File: src/rtl/vga_meas_text_buffer.sv
// Text-buffer engine for the voltmeter VGA overlay: snapshots BCD readings
// and redraws a ROWS x COLS char RAM; registered read port. Opt: VGA_TEXT_HOLD_EN.
module vga_meas_text_buffer #(
  parameter int CHANNELS = 13,
  parameter int DIGITS   = 4,
  parameter int COL_W    = 4,
  parameter int ROW_W    = 4
) (
  input  logic                         clk,
  input  logic                         rst,
  input  logic [CHANNELS*4*DIGITS-1:0] bcd_in,
  input  logic                         update,
`ifdef VGA_TEXT_HOLD_EN
  input  logic                         hold,
`endif
  input  logic [ROW_W+COL_W-1:0]       text_xy,
  output logic [6:0]                   char_code,
  output logic                         busy,
  output logic                         frame_done
);
  localparam int AW    = ROW_W + COL_W;
  localparam int CELLS = 2**AW;
  localparam int RW    = 4 * DIGITS;

  typedef enum logic [1:0] {
    IDLE, SNAP, WRITE, DONE
  } state_t;

  state_t                 state_q, state_d;
  logic [CHANNELS*RW-1:0] snap_q, snap_d;
  logic                   pending_q, pending_d;
  logic [AW-1:0]          addr_q, addr_d;
  logic                   busy_q, busy_d;
  logic                   done_q, done_d;
  logic [6:0]             char_q, char_d;
  logic                   hold_q, hold_d;
  logic                   hold_now;
  logic [6:0]             wdata;
  logic [RW-1:0]          rd;
  int                     row, col, ch;
  logic [6:0]             mem [CELLS];

`ifdef VGA_TEXT_HOLD_EN
  assign hold_now = hold;
`else
  assign hold_now = 1'b0;
`endif

  function automatic logic [6:0] dig(input logic [3:0] n);
    return (n > 4'd9) ? 7'h3F : 7'h30 + {3'b000, n};
  endfunction

  always_ff @(posedge clk or posedge rst) begin
    if (rst) begin
      state_q   <= SNAP;
      snap_q    <= '0;
      pending_q <= 1'b0;
      addr_q    <= '0;
      busy_q    <= 1'b0;
      done_q    <= 1'b0;
      char_q    <= '0;
      hold_q    <= 1'b0;
    end else begin
      state_q   <= state_d;
      snap_q    <= snap_d;
      pending_q <= pending_d;
      addr_q    <= addr_d;
      busy_q    <= busy_d;
      done_q    <= done_d;
      char_q    <= char_d;
      hold_q    <= hold_d;
    end
  end

  always_comb begin
    state_d = state_q;
    unique case (state_q)
      IDLE:
        if ((update || pending_q) && !hold_now)
          state_d = SNAP;
      SNAP:  state_d = WRITE;
      WRITE:
        if (addr_q == '1)
          state_d = DONE;
      default: state_d = IDLE;
    endcase
  end

  always_comb begin
    snap_d    = snap_q;
    pending_d = pending_q;
    addr_d    = addr_q;
    hold_d    = hold_q;
    unique case (state_q)
      IDLE: addr_d = '0;
      SNAP: begin
        snap_d    = bcd_in;
        hold_d    = hold_now;
        pending_d = update;
        addr_d    = '0;
      end
      WRITE: begin
        addr_d    = addr_q + AW'(1);
        pending_d = pending_q | update;
      end
      default: pending_d = pending_q | update;
    endcase
  end

  always_comb begin
    busy_d = (state_q == SNAP) || (state_q == WRITE);
    done_d = (state_q == DONE);
    char_d = mem[text_xy];
  end

  // Glyph for the cell currently being written
  always_comb begin
    row   = int'(addr_q[AW-1:COL_W]);
    col   = int'(addr_q[COL_W-1:0]);
    ch    = (row < CHANNELS) ? row : 0;
    rd    = snap_q[ch*RW +: RW];
    wdata = 7'h20;
    if (row < CHANNELS) begin
      unique case (1'b1)
        (col == 0): wdata = dig(4'(row / 10));
        (col == 1): wdata = dig(4'(row % 10));
        (col == 2): wdata = 7'h3A;
        (col == 4): wdata = dig(rd[RW-1 -: 4]);
        (col == 5): wdata = 7'h2E;
        (col >= 6 && col <= 4 + DIGITS):
          wdata = dig(rd[(DIGITS+4-col)*4 +: 4]);
        (col == 6 + DIGITS): wdata = 7'h56;
        (col == 7 + DIGITS && hold_q):
          wdata = 7'h48;
        default: wdata = 7'h20;
      endcase
    end
  end

  always_ff @(posedge clk) begin
    if (state_q == WRITE)
      mem[addr_q] <= wdata;
  end

  assign char_code  = char_q;
  assign busy       = busy_q;
  assign frame_done = done_q;
endmodule

File: config.mk
export PLATFORM = sky130hd
export DESIGN_NAME = vga_meas_text_buffer
export DESIGN_NICKNAME = d
export VERILOG_FILES = /design/src/rtl/vga_meas_text_buffer.sv
export SDC_FILE = /design/constraint.sdc
export NUM_CORES = 2
export LEC_CHECK = 0
export ABC_AREA = 1
export BUFFER_PORTS_ARGS = -buffer_cell sky130_fd_sc_hd__buf_2
export CAP_MARGIN = 40
export CORE_UTILIZATION = 30
export DETAILED_ROUTE_END_ITERATION = 10
export PLACE_DENSITY = 0.53
export SETUP_SLACK_MARGIN = 0.5
export SYNTH_ARGS = -nofsm -noshare
export SYNTH_HDL_FRONTEND = slang
export SYNTH_SLANG_ARGS = --single-unit
File: constraint.sdc
create_clock -name clk -period 19.1 [get_ports clk]
set_input_delay 1.91 -clock clk [delete_from_list [all_inputs] [get_ports clk]]
set_output_delay 1.91 -clock clk [all_outputs]
set_load 0.05 [all_outputs]
==> metrics.cfg <==
[yosys]
synth-compound-area-share=0.1058
syn_area_mm2=0.08266
async_flop_share=0.1129
syn_nets=7439
synth_most_common_cell=edfxtp_1
synth-seq-cells=2020
synthTopCellsByCount=1,792 x edfxtp_1, 1,285 x nand2_1, 1,201 x nor2_1, 956 x o21ai_0, 453 x o22ai_1
postSynthAreaPerCell_um2=11.47
synth_xor_xnor_area_share=0
synth_cells=7209
yosysUniqueCellTypes=31
synthAdderAreaFrac=0.001665
synth-simple-area-share=0.1415
synth_top_area_share=0.6510
synth_top_family_by_area=simple AND/OR/NAND/NOR gates
ys.flop_type=edfxtp_1
synth-edff-count=1792
seq_area_frac_synth=0.7200
synth_top_area_cell=edfxtp_1
synthTopCellsByArea=edfxtp_1 65%, dfrtp_1 6.9%, nand2_1 5.8%
muxShareOfSynthArea=0
ys.warnings.count=0

[clocking]
cts_buffers=209
cts_root_buf=clkbuf_16
worstSkewPairLatency_ps=870
cts_hold_buf=0
clock_path_buffers=3
ctsResizeCount=0
cts_sinks=2020
clk_pin_slew_ps=60
cts_tree=done
post_cts_buffers=0
h-tree-depth=4

[cells_and_area]
final_layout_size_suffix_gt1_frac=0.09118
nNetsFinal=7469
num-fill-cells=27103
ff_latch_area_mm2=0.05952
area_delta_synth_final_pct=14.08
design_area_mm2=0.09430
multiInputGateArea_mm2=0.02071
finish.utilization=0.3443

[global_routing]
antenna_found_initial=32
grt_start_max_net_pins=201
grt_pass1_vias=55337
grt_usage=0.1805
grt-ovfl-total=0
grt_pass1_wl_um=378300

[floorplanning]
core_mm2=0.2739
fp.dieH_um=526.9
io_pins=228
dieWidth_um=526.9
initial_utilization=0.3018
die-area_mm2=0.2776
rows=192

[critical_path]
required_ps=19640
cp.arrival_ps=7270
start_kind=flop
criticalPathCategory=flop to flop
cp-end-kind=flop
cp_max_fo=75

[timing]
skew_ps=58.36
rsz0062_at_grt=false
whs_ps=473.3
max_freq_mhz=148.5
slew_viol_final=0
period_needed_ps=6732
slew_headroom=0.2443
final_hold_viol_count=0
timing.final.crit_share=0.3525
setup_viol=0
tightest_slew_ps=1134
fin_setup_tns_ps=0

[placed_design]
port_buffers=227
hpwl_um=151400
routabilityCongestion=0.9475
placed_area_mm2=0.08763

[route]
drc=0
num_vias=57191
drt_iter0_markers=5595
first_pass_iters=6
wl_per_cell_um=23.37
vias_per_cell=5.193
wl_um=257400
antenna_left=0

[power_and_ir_drop]
powerDensity_mw_per_mm2=97.84
max-vdd-ir-drop_mv=0.08039
leakage_nw=32.81

[worst_hold_path]
min_path_type=flop to flop

[status]
status=finished clean

[job]
max-cap-violations=0

[through the flow]
step                      total power, mW  cells  setup slack (ps)
final                               9.226  11014             12370
after global routing                9.502  11004             11910
after CTS                           9.289  11003             12420
after detailed placement            5.348  10617             12390
after global placement              5.341  10587             12430
after floorplan                     5.156   7209              4502
[cells in the final DEF, fill, tap and decap left out, types with 5 or more instances in the layout]
| master | instances |
|---|---|
| clkinv_2 | 40 |
| inv_1 | 81 |
| clkbuf_1 | 52 |
| clkinv_16 | 8 |
| bufinv_16 | 9 |
| clkbuf_8 | 11 |
| ha_1 | 10 |
| inv_2 | 6 |
| nand3_2 | 6 |
| buf_12 | 13 |
| a21oi_1 | 98 |
| nand2_2 | 8 |
| buf_2 | 224 |
| nor2_1 | 1199 |
| nand3_1 | 431 |
| clkbuf_16 | 212 |
| o21ai_0 | 956 |
| o22ai_1 | 453 |
| buf_4 | 78 |
| clkinvlp_4 | 5 |
| clkinv_1 | 44 |
| edfxtp_1 | 1792 |
| buf_16 | 18 |
| inv_8 | 6 |
| nor3_1 | 11 |
| o211ai_1 | 21 |
| nand2_1 | 1278 |
| o21ai_1 | 71 |
| nor2_4 | 6 |
| o31ai_1 | 10 |
| diode_2 | 11 |
| dfrtp_1 | 226 |
[state kept, by name, summed over array words and instances (netlist names)]
register    cells
busy            1
pending_q       1
char_code       7
frame_done      1
snap_q        208
mem          1792
state_q         2
addr_q          8
[layout make-up]
type,count,share of cell area
Antenna cell,11,0.0002919
Clock buffer,274,0.05979
Clock inverter,112,0.01058
Inverter,96,0.004273
Multi-Input combinational cell,4576,0.2197
Sequential cell,2020,0.6312
Tap cell,3589,0.04762
Timing Repair Buffer,336,0.02658
[power breakdown]
group | internal (mW) | total, mW | leakage [nW] | switching (mW)
clock | 2.21 | 3.97 | 3.23 | 1.76
sequential | 4.77 | 4.79 | 19.4 | 0.0255
combinational | 0.134 | 0.467 | 10.2 | 0.332
total | 7.11 | 9.23 | 32.8 | 2.12
[kinds of logic (layout without fill, tap and decap cells)]
family                     Yosys count  in the layout
DFF                               2020           2020
and+or+nand+nor                   2949           2949
other                                0             11
adders and majority gates           11             11
AOI/OAI and AO/OA                 1616           1616
buffers and inverters              613            818
[worst max-delay path: stages (launching register included)]
cell and delay, ps:
dfrtp_1 580, nand2_4 370, nand2_2 140, buf_4 570, inv_2 430, nand3_1 190, nand3_1 80, nand3_1 150
nand3_1 110, nand3_1 100, nand2_1 60, nor2_2 150, nand2_1 110, nand2_1 100, nand2_1 100, a21oi_4 170
buf_4 480, buf_4 770, buf_4 810, buf_4 780
[worst paths after layout]
kind,slack [ps],end,start,cells past startpoint
worst min-delay path,470,snap_q[79],snap_q[79],2
max in group asynchronous,16520,snap_q[203],rst,3
worst max-delay path,12370,mem[105][0],addr_q[7],19
worst max register to register,12370,mem[105][0],addr_q[7],19
min in group asynchronous,1100,snap_q[112],rst,2
worst min register to register,470,snap_q[79],snap_q[79],2
[layer usage]
metal,GRT usage,routed length [µm],vias to the layer above
met5,0,211,-
met1,0.2511,112000,28579
met2,0.2766,115200,2322
met4,0.06929,9917,34
li1,-,-,25777
met3,0.03582,20050,479
Note: power is estimated with default switching activity, not from simulation.
